### src/rtl/zynq_pkg.sv
// zynq_pkg: shared credit-gate constants and FSM state encoding.
package zynq_pkg;
  localparam int max_credits_gp = 32;
  localparam logic [15:0] rev_drain_timeout_gp = 16'hFFFF;
  typedef enum logic [1:0] {e_rev_run, e_rev_drain, e_rev_done} zynq_rev_gate_state_e;
endpackage

### src/rtl/zynq_credit_counter.sv
// zynq_credit_counter: saturating up/down outstanding counter with underflow flag.
module zynq_credit_counter #(
  parameter int max_p = 32,
  parameter int width_p = $clog2(max_p + 1)
) (
  input  logic               aclk,
  input  logic               aresetn,
  input  logic               up,
  input  logic               down,
  output logic [width_p-1:0] count,
  output logic [width_p-1:0] count_next,
  output logic               underflow
);
  assign underflow = down & (count == '0);
  always_comb
    count_next = (up & ~down & (count != width_p'(max_p))) ? count + 1'b1 :
                 (down & ~up & (count != '0)) ? count - 1'b1 : count;
  always_ff @(posedge aclk or negedge aresetn)
    if (!aresetn) count <= '0;
    else count <= count_next;
endmodule

### src/rtl/zynq_rev_credit_gate.sv
// zynq_rev_credit_gate: credit gate with drain fence on the PS request path.
// Optional drain watchdog: define ZYNQ_REV_CREDIT_TIMEOUT_EN.
module zynq_rev_credit_gate
  import zynq_pkg::*;
#(
  parameter int data_width_p = 128,
  parameter int max_credits_p = max_credits_gp,
  localparam int credit_width_lp = $clog2(max_credits_p + 1)
) (
  input  logic                       aclk,
  input  logic                       aresetn,
  input  logic [data_width_p-1:0]    data_i,
  input  logic                       v_i,
  output logic                       ready_o,
  output logic [data_width_p-1:0]    data_o,
  output logic                       v_o,
  input  logic                       ready_i,
  input  logic                       credit_v_i,
  input  logic                       drain_i,
  output logic                       drain_done_o,
  output logic [credit_width_lp-1:0] outstanding_o,
  output logic                       err_o
);
  zynq_rev_gate_state_e state;
  logic allow, fire, underflow, wd_hit;
  logic [credit_width_lp-1:0] count_next;
  assign allow = (outstanding_o < credit_width_lp'(max_credits_p)) && (state == e_rev_run);
  assign fire = v_i & ready_i & allow;
  assign data_o = data_i;
  assign v_o = v_i & allow;
  assign ready_o = ready_i & allow;
  zynq_credit_counter #(.max_p(max_credits_p), .width_p(credit_width_lp)) counter (
    .aclk(aclk),
    .aresetn(aresetn),
    .up(fire),
    .down(credit_v_i),
    .count(outstanding_o),
    .count_next(count_next),
    .underflow(underflow)
  );
`ifdef ZYNQ_REV_CREDIT_TIMEOUT_EN
  logic [15:0] wd;
  // cleared while not draining, so every entry into DRAIN starts from zero
  always_ff @(posedge aclk or negedge aresetn)
    if (!aresetn) wd <= '0;
    else wd <= (state == e_rev_drain) ? wd + 16'd1 : '0;
  assign wd_hit = (state == e_rev_drain) && (wd == rev_drain_timeout_gp);
`else
  assign wd_hit = 1'b0;
`endif
  always_ff @(posedge aclk or negedge aresetn)
    if (!aresetn) begin
      state <= e_rev_run;
      err_o <= 1'b0;
      drain_done_o <= 1'b0;
    end else begin
      err_o <= err_o | underflow | wd_hit;
      drain_done_o <= state == e_rev_done;
      case (state)
        e_rev_run:   state <= drain_i ? e_rev_drain : e_rev_run;
        e_rev_drain: state <= !drain_i ? e_rev_run :
                              ((count_next == '0) || wd_hit) ? e_rev_done : e_rev_drain;
        default:     state <= drain_i ? e_rev_done : e_rev_run;
      endcase
    end
endmodule

### config.mk
export PLATFORM = sky130hd
export DESIGN_NAME = zynq_rev_credit_gate
export DESIGN_NICKNAME = d
export VERILOG_FILES = /design/src/rtl/zynq_pkg.sv /design/src/rtl/zynq_credit_counter.sv /design/src/rtl/zynq_rev_credit_gate.sv
export SDC_FILE = /design/constraint.sdc
export NUM_CORES = 1
export LEC_CHECK = 0
export CAP_MARGIN = 20
export CORE_AREA = 2 2 107 109
export CTS_CLUSTER_DIAMETER = 120
export CTS_CLUSTER_SIZE = 14
export DETAILED_ROUTE_END_ITERATION = 7
export DIE_AREA = 0 0 109 111
export SETUP_SLACK_MARGIN = 0.4
export SLEW_MARGIN = 20
export SYNTH_ARGS = -nofsm -noshare
export SYNTH_HDL_FRONTEND = slang
export SYNTH_HIERARCHICAL = 1
export SYNTH_SLANG_ARGS = --single-unit
### constraint.sdc
create_clock -name aclk -period 3.7 [get_ports aclk]
set_clock_uncertainty 0.1 [all_clocks]
set_input_delay 0.37 -clock aclk [delete_from_list [all_inputs] [get_ports aclk]]
set_output_delay 0.37 -clock aclk [all_outputs]
set_load 0.01 [all_outputs]
==> results of run 1 <==
[routing by layer]
| layer | vias up | global-route usage [%] |
|---|---|---|
| met5 | - | 0 |
| met4 | 0 | 6.67 |
| met3 | 42 | 3.94 |
| met2 | 80 | 8.53 |
| met1 | 326 | 3.76 |
| li1 | 320 | - |
[cells in the final DEF (no fill, tap or decap), drive strengths merged]
master | netlist | layout
o311ai | 3 | 3
a221oi | 1 | 1
nand3 | 1 | 1
xnor2 | 1 | 1
or2 | 1 | 1
clkdlybuf4s50 | 0 | 15
mux2 | 1 | 1
o41ai | 1 | 1
o31a | 1 | 1
a31o | 1 | 1
a21oi | 2 | 2
nand4 | 3 | 3
nor4 | 1 | 1
a21o | 1 | 1
ha | 3 | 3
nand2 | 7 | 7
clkbuf | 2 | 3
nand2b | 1 | 1
inv | 4 | 4
a31oi | 2 | 2
and2 | 2 | 2
or4b | 2 | 2
o21ai | 7 | 7
nor2b | 3 | 3
dfrtp | 10 | 10
or4 | 1 | 1
a21boi | 1 | 1
nor3 | 1 | 1
nor4b | 2 | 2
o41a | 2 | 2
nand3b | 1 | 1
and3 | 2 | 2
nor2 | 2 | 2
[cells by family (layout without fill, tap and decap cells)]
kind of cell / Yosys count / count (layout) / synth area share [%]
compound gates: 22 / 22 / 9.47
xor+xnor: 1 / 1 / 0.530
fa+ha+maj: 3 / 3 / 2.27
buf+inv: 135 / 22 / 60.3
flops: 10 / 10 / 15.2
mux: 1 / 1 / 0.682
simple gates: 30 / 30 / 11.6
[worst max-delay path: cells and delay by family, from the launching register on]
kind,cells,cell delay [ps]
AO/OA/AOI/OAI,2,560
flip-flops,1,480
multiplexers,1,270
AND/OR/NAND/NOR,5,1560
[flip-flops by register name, indices dropped and copies added (netlist names)]
name	cells
drain_done_o	1
state	2
err_o	1
counter/count	6
[power by group]
part	internal [mW]	switching [mW]
registers	0.149	0.0874
logic	0.153	0.143
clock network	0.140	0.0454
[worst paths after layout]
kind / start / end / slack (ps)
worst min-delay path: aresetn / err_o / 350
worst max-delay path: counter/count[5] / state[0] / 610
worst max register to register: counter/count[5] / state[0] / 610
min in group aclk: err_o / err_o / 370
max in group asynchronous: aresetn / counter/count[0] / 2860
worst min register to register: err_o / err_o / 370
[cell type report]
class                   count  area, µm²  area share (%)
inverters                   4       15.0            1.39
well taps                 143        179            16.6
multi-input cells          57        408            37.9
flip-flops and latches     10        250            23.2
clock buffers               3       75.1            6.97
repair buffers             15        150            13.9
[stage by stage]
step	cells	instance area, µm²	hold slack (ps)	utilization [%]	worst slack [ps]
3_3_place_gp	229	1000	358	9.03	504
5_1_grt	232	1080	386	9.73	448
2_1_floorplan	202	1650	-25.6	-	792
6_report	232	1080	347	9.73	612
4_1_cts	232	1070	371	9.70	522
3_5_place_dp	229	1000	358	9.03	473
[timing repair]
item,CTS,global route
endpoints found under the setup margin,0,1
hold buffers,0,0
resized for setup,0,1
endpoints found under the hold margin,0,0
==> results.yml, run 1 <==
outcome:
  status: "finished clean"
yosys:
  synth_top_cells_by_area: "buf_4, dfrtp_1, ha_1"
  yosys_register_bits: 10
  netlist.area_leader.share_pct: 58.2
  synth_enable_flop_cells: 0
  ys_warn_count: 6
  syn_inst: 202
  synth_most_common_cell: "buf_4"
  synth_ff_type: "dfrtp_1"
  syn_area_um2: 1650
  ys_top_cells_by_count: "buf_4, dfrtp_1, nand2_1, o21ai_0, inv_1"
  yosys.area.top_type: "buf_4"
  synth-async-reset-ratio_pct: 100
  synth-seq-area-share_pct: 15.2
  avgSynthCellArea_um2: 8.18
  ys_types: 37
  syn_nets: 339
detailed_routing:
  wl_met2_um: 1640
  drt_pre_antenna_iters: 4
  ant_nets: 0
  wl_per_cell_um: 15.2
  drt-met1-wl_um: 842
  drc: 0
  finalWirelength_um: 3530
  routed-wl-met3_um: 695
  highest_layer: "met4"
  routed_via_density: 3.31
  drt_iter0_drc: 20
  vias: 768
worst_setup_path:
  crit_type: "flop to flop"
  worstPathArrival_ps: 3100
  rr_worst_depth: 8
  worstPathCellList: "nor3_1 > and3_1 > nand2b_1 > or4_4 > o31a_1 > mux2_2 > or4b_4 > o41a_1"
  crit_path_start_kind: "flop"
  required_ps: 3710
  end_kind: "flop"
  crit_path_top_delay_cell: "or4b_4"
  slowest_delay_ps: 520
  crit_fanout: 8
global_route:
  grt_pass1_wl_um: 4810
  grt_pass1_vias: 770
  grt_usage_pct: 5.49
  grt_max_degree: 13
  antenna_found_initial: 0
  gr-total-overflow: 0
layout:
  drive_gt1_share_pct: 11.2
  antennaDiodeCount: 0
  n_fill_cell: 1253
  area.growth.synth_to_final_pct: -34.8
  final_nets: 228
clock_network:
  clock_path_buffers: 2
  cts_setup_buffers: 0
  cts-root-buf: "clkbuf_16"
  cts_tree: "yes"
  cts.sinks: 10
  cts_made_buffers: 3
  htree_levels: 1
  clk_pin_slew_ps: 40
  clkLatencyLatePin_ps: 230
floorplan:
  die_x_um: 109
  core_area_um2: 11100
  rows: 39
  die_area_um2: 12100
  num_io_pins: 272
  die_y_um: 111
  start_util_pct: 14.9
sta:
  fin_setup_tns_ps: 0
  rsz0062_at_grt: "false"
  fin_crit_ps: 3090
  slew_viol_final: 0
  setup_viol: 0
  hold_viol: 0
  tightest_slew_ps: 589
  fmax_ghz: 0.324
  relSlewSlack_pct: 60.6
  min_period_over_period_pct: 83.5
power_and_ir_drop:
  p_leak_nw: 0.366
  irDropWorstVdd_mv: 0.251
  finalPower_mw: 0.718
  power_density_nw_per_um2: 666
run:
  maxCapViolCount: 0
min_path:
  hp-class: "input port to asynchronous set/reset pin"
place:
  port_buffers: 15
  gp_congestion: 0.733
  dpl.hpwl_um: 2960
Note: power is estimated with default switching activity, not from simulation.
==> inputs of run 2 (changes only) <==
CORE_AREA = 2 2 106 108   (was 2 2 107 109)
DIE_AREA = 0 0 108 110   (was 0 0 109 111)
clock period = 2.7 ns   (was 3.7 ns; I/O delays follow)
==> run 2 against run 1 <==
  * The flow now finishes with violations (setup timing)
  * Final cell count up 7.3%
  * Register-to-register slack worse by 650 ps
  * Sequential share of layout area down 2.9 points
  * Combinational power up 99%
  * Via count up 17%
  * Global-route usage about the same
  * Core utilization up 1.9 points
  * Sequential power up 27%
  * Routed wire length down 4.0%
  * Critical path depth unchanged
  * Cell area up 16%
  * Critical endpoint unchanged
==> results.yml, run 2 (same netlist as run 1, synthesis figures left out) <==
sta:
  layout_setup_ws_ps: -68.0
  fin_setup_tns_ps: -68.0
  slew_viol_final: 0
  relSlewSlack_pct: 70.8
  setup_viol: 1
  fin_crit_ps: 2770
  whs_ps: 243
  fmax_ghz: 0.361
  min_period_over_period_pct: 103
  tightest_slew_ps: 436
  rsz0062_at_grt: "true"
  hold_viol: 0
min_path:
  hp-class: "input port to asynchronous set/reset pin"
layout:
  final_common_cell: "buf_4"
  final_cell_mix: "buf_4, clkdlybuf4s50_1, nand2_1, dfrtp_1"
  final_nets: 247
  post-route-cell-area_um2: 1250
  largest-register: "counter/count"
  antennaDiodeCount: 0
  n_fill_cell: 1228
  regArea_um2: 254
  multiInputGateArea_um2: 453
  largest_reg_flops: 6
  final_cells: 249
  largestRegisters: "counter/count x6, state x2"
  fin_util_pct: 11.7
  area.growth.synth_to_final_pct: -24.5
  drive_gt1_share_pct: 36.7
detailed_routing:
  routed_via_density: 3.59
  finalWirelength_um: 3390
  wl_per_cell_um: 13.6
  ant_nets: 0
  drt_iter0_drc: 34
  vias: 895
  drt_pre_antenna_iters: 4
  drc: 0
place:
  port_buffers: 15
  place_inst: 243
  dpl.hpwl_um: 2650
  placed_area_um2: 1140
  gp_congestion: 0.762
power_and_ir_drop:
  p_leak_nw: 0.460
  irDropWorstVdd_mv: 0.428
  power_density_nw_per_um2: 865
global_route:
  grt_usage_pct: 5.52
  antenna_found_initial: 0
  grt_pass1_vias: 908
  grt_max_degree: 13
  grt_pass1_wl_um: 5060
  gr-total-overflow: 0
worst_setup_path:
  crit_path_start_kind: "input port"
  end_kind: "flop"
  required_ps: 2710
  crit_fanout: 2
  crit_type: "input port to flop"
  rr_worst_depth: 8
  worstPathArrival_ps: 2780
floorplan:
  start_util_pct: 15.4
  rows: 38
  die_area_um2: 11900
  die_x_um: 108
  die_y_um: 110
  core_area_um2: 10700
  num_io_pins: 272
clock_network:
  cts_made_buffers: 3
  clkLatencyLatePin_ps: 240
  clk_pin_slew_ps: 50
  clock_path_buffers: 2
  htree_levels: 1
  cts-root-buf: "clkbuf_8"
  hold_buffers: 0
  cts_tree: "yes"
  cts.sinks: 10
outcome:
  status: "finished with violations"
  violations: "setup timing"
run:
  maxCapViolCount: 0
run 2: what timing repair did:
action	CTS	global route
resized for setup	3	10
pin swaps	1	1
setup endpoints to repair	2	3
setup buffers	1	1
run 2: layout make-up:
cell class                 count  area share, %
multi-input combinational     57           36.3
timing repair buffer          34           23.7
clock buffer                   4           4.41
inverter                       4           1.20
tap                          140           14.0
sequential                    10           20.4
run 2: routing by layer:
metal / vias to the layer above / part of all wire [%] / GRT usage [%]
li1: 353 / - / -
met1: 397 / 29 / 4.69
met2: 83 / 46 / 8.49
met3: 62 / 15 / 2.70
met4: 0 / 10 / 7.14
met5: - / 0 / 0
run 2: power by group:
part | leakage, nW | switching (mW) | internal, mW | total (mW)
sequential | 0.118 | 0.0916 | 0.209 | 0.301
clock | 0.0288 | 0.0593 | 0.128 | 0.187
combinational | 0.313 | 0.272 | 0.319 | 0.590
total | 0.460 | 0.423 | 0.656 | 1.08
run 2: path summary, 6_finish.rpt:
check / slack, ps / startpoint / to
min in group aclk: 380 / err_o / err_o
min reg2reg: 380 / err_o / err_o
max in group asynchronous: 1930 / aresetn / counter/count[1]
max: -70 / ready_i / state[0]
min: 240 / aresetn / state[0]
max reg2reg: -40 / state[0] / state[0]
run 2: stage by stage:
step | setup slack, ps | total power, mW
global placement | -273 | 0.847
global route | -142 | 1.17
detailed placement | -307 | 0.854
finish | -68.0 | 1.08
CTS | -72.1 | 1.06
floorplan | -32.0 | 0.749
run 2: worst max-delay path: stages:
cell             delay (ps)
clkdlybuf4s50_1         410
and3_4                  180
nand2b_4                130
or4_4                   410
o31a_1                  240
mux2_2                  270
or4b_4                  520
o41a_1                  330
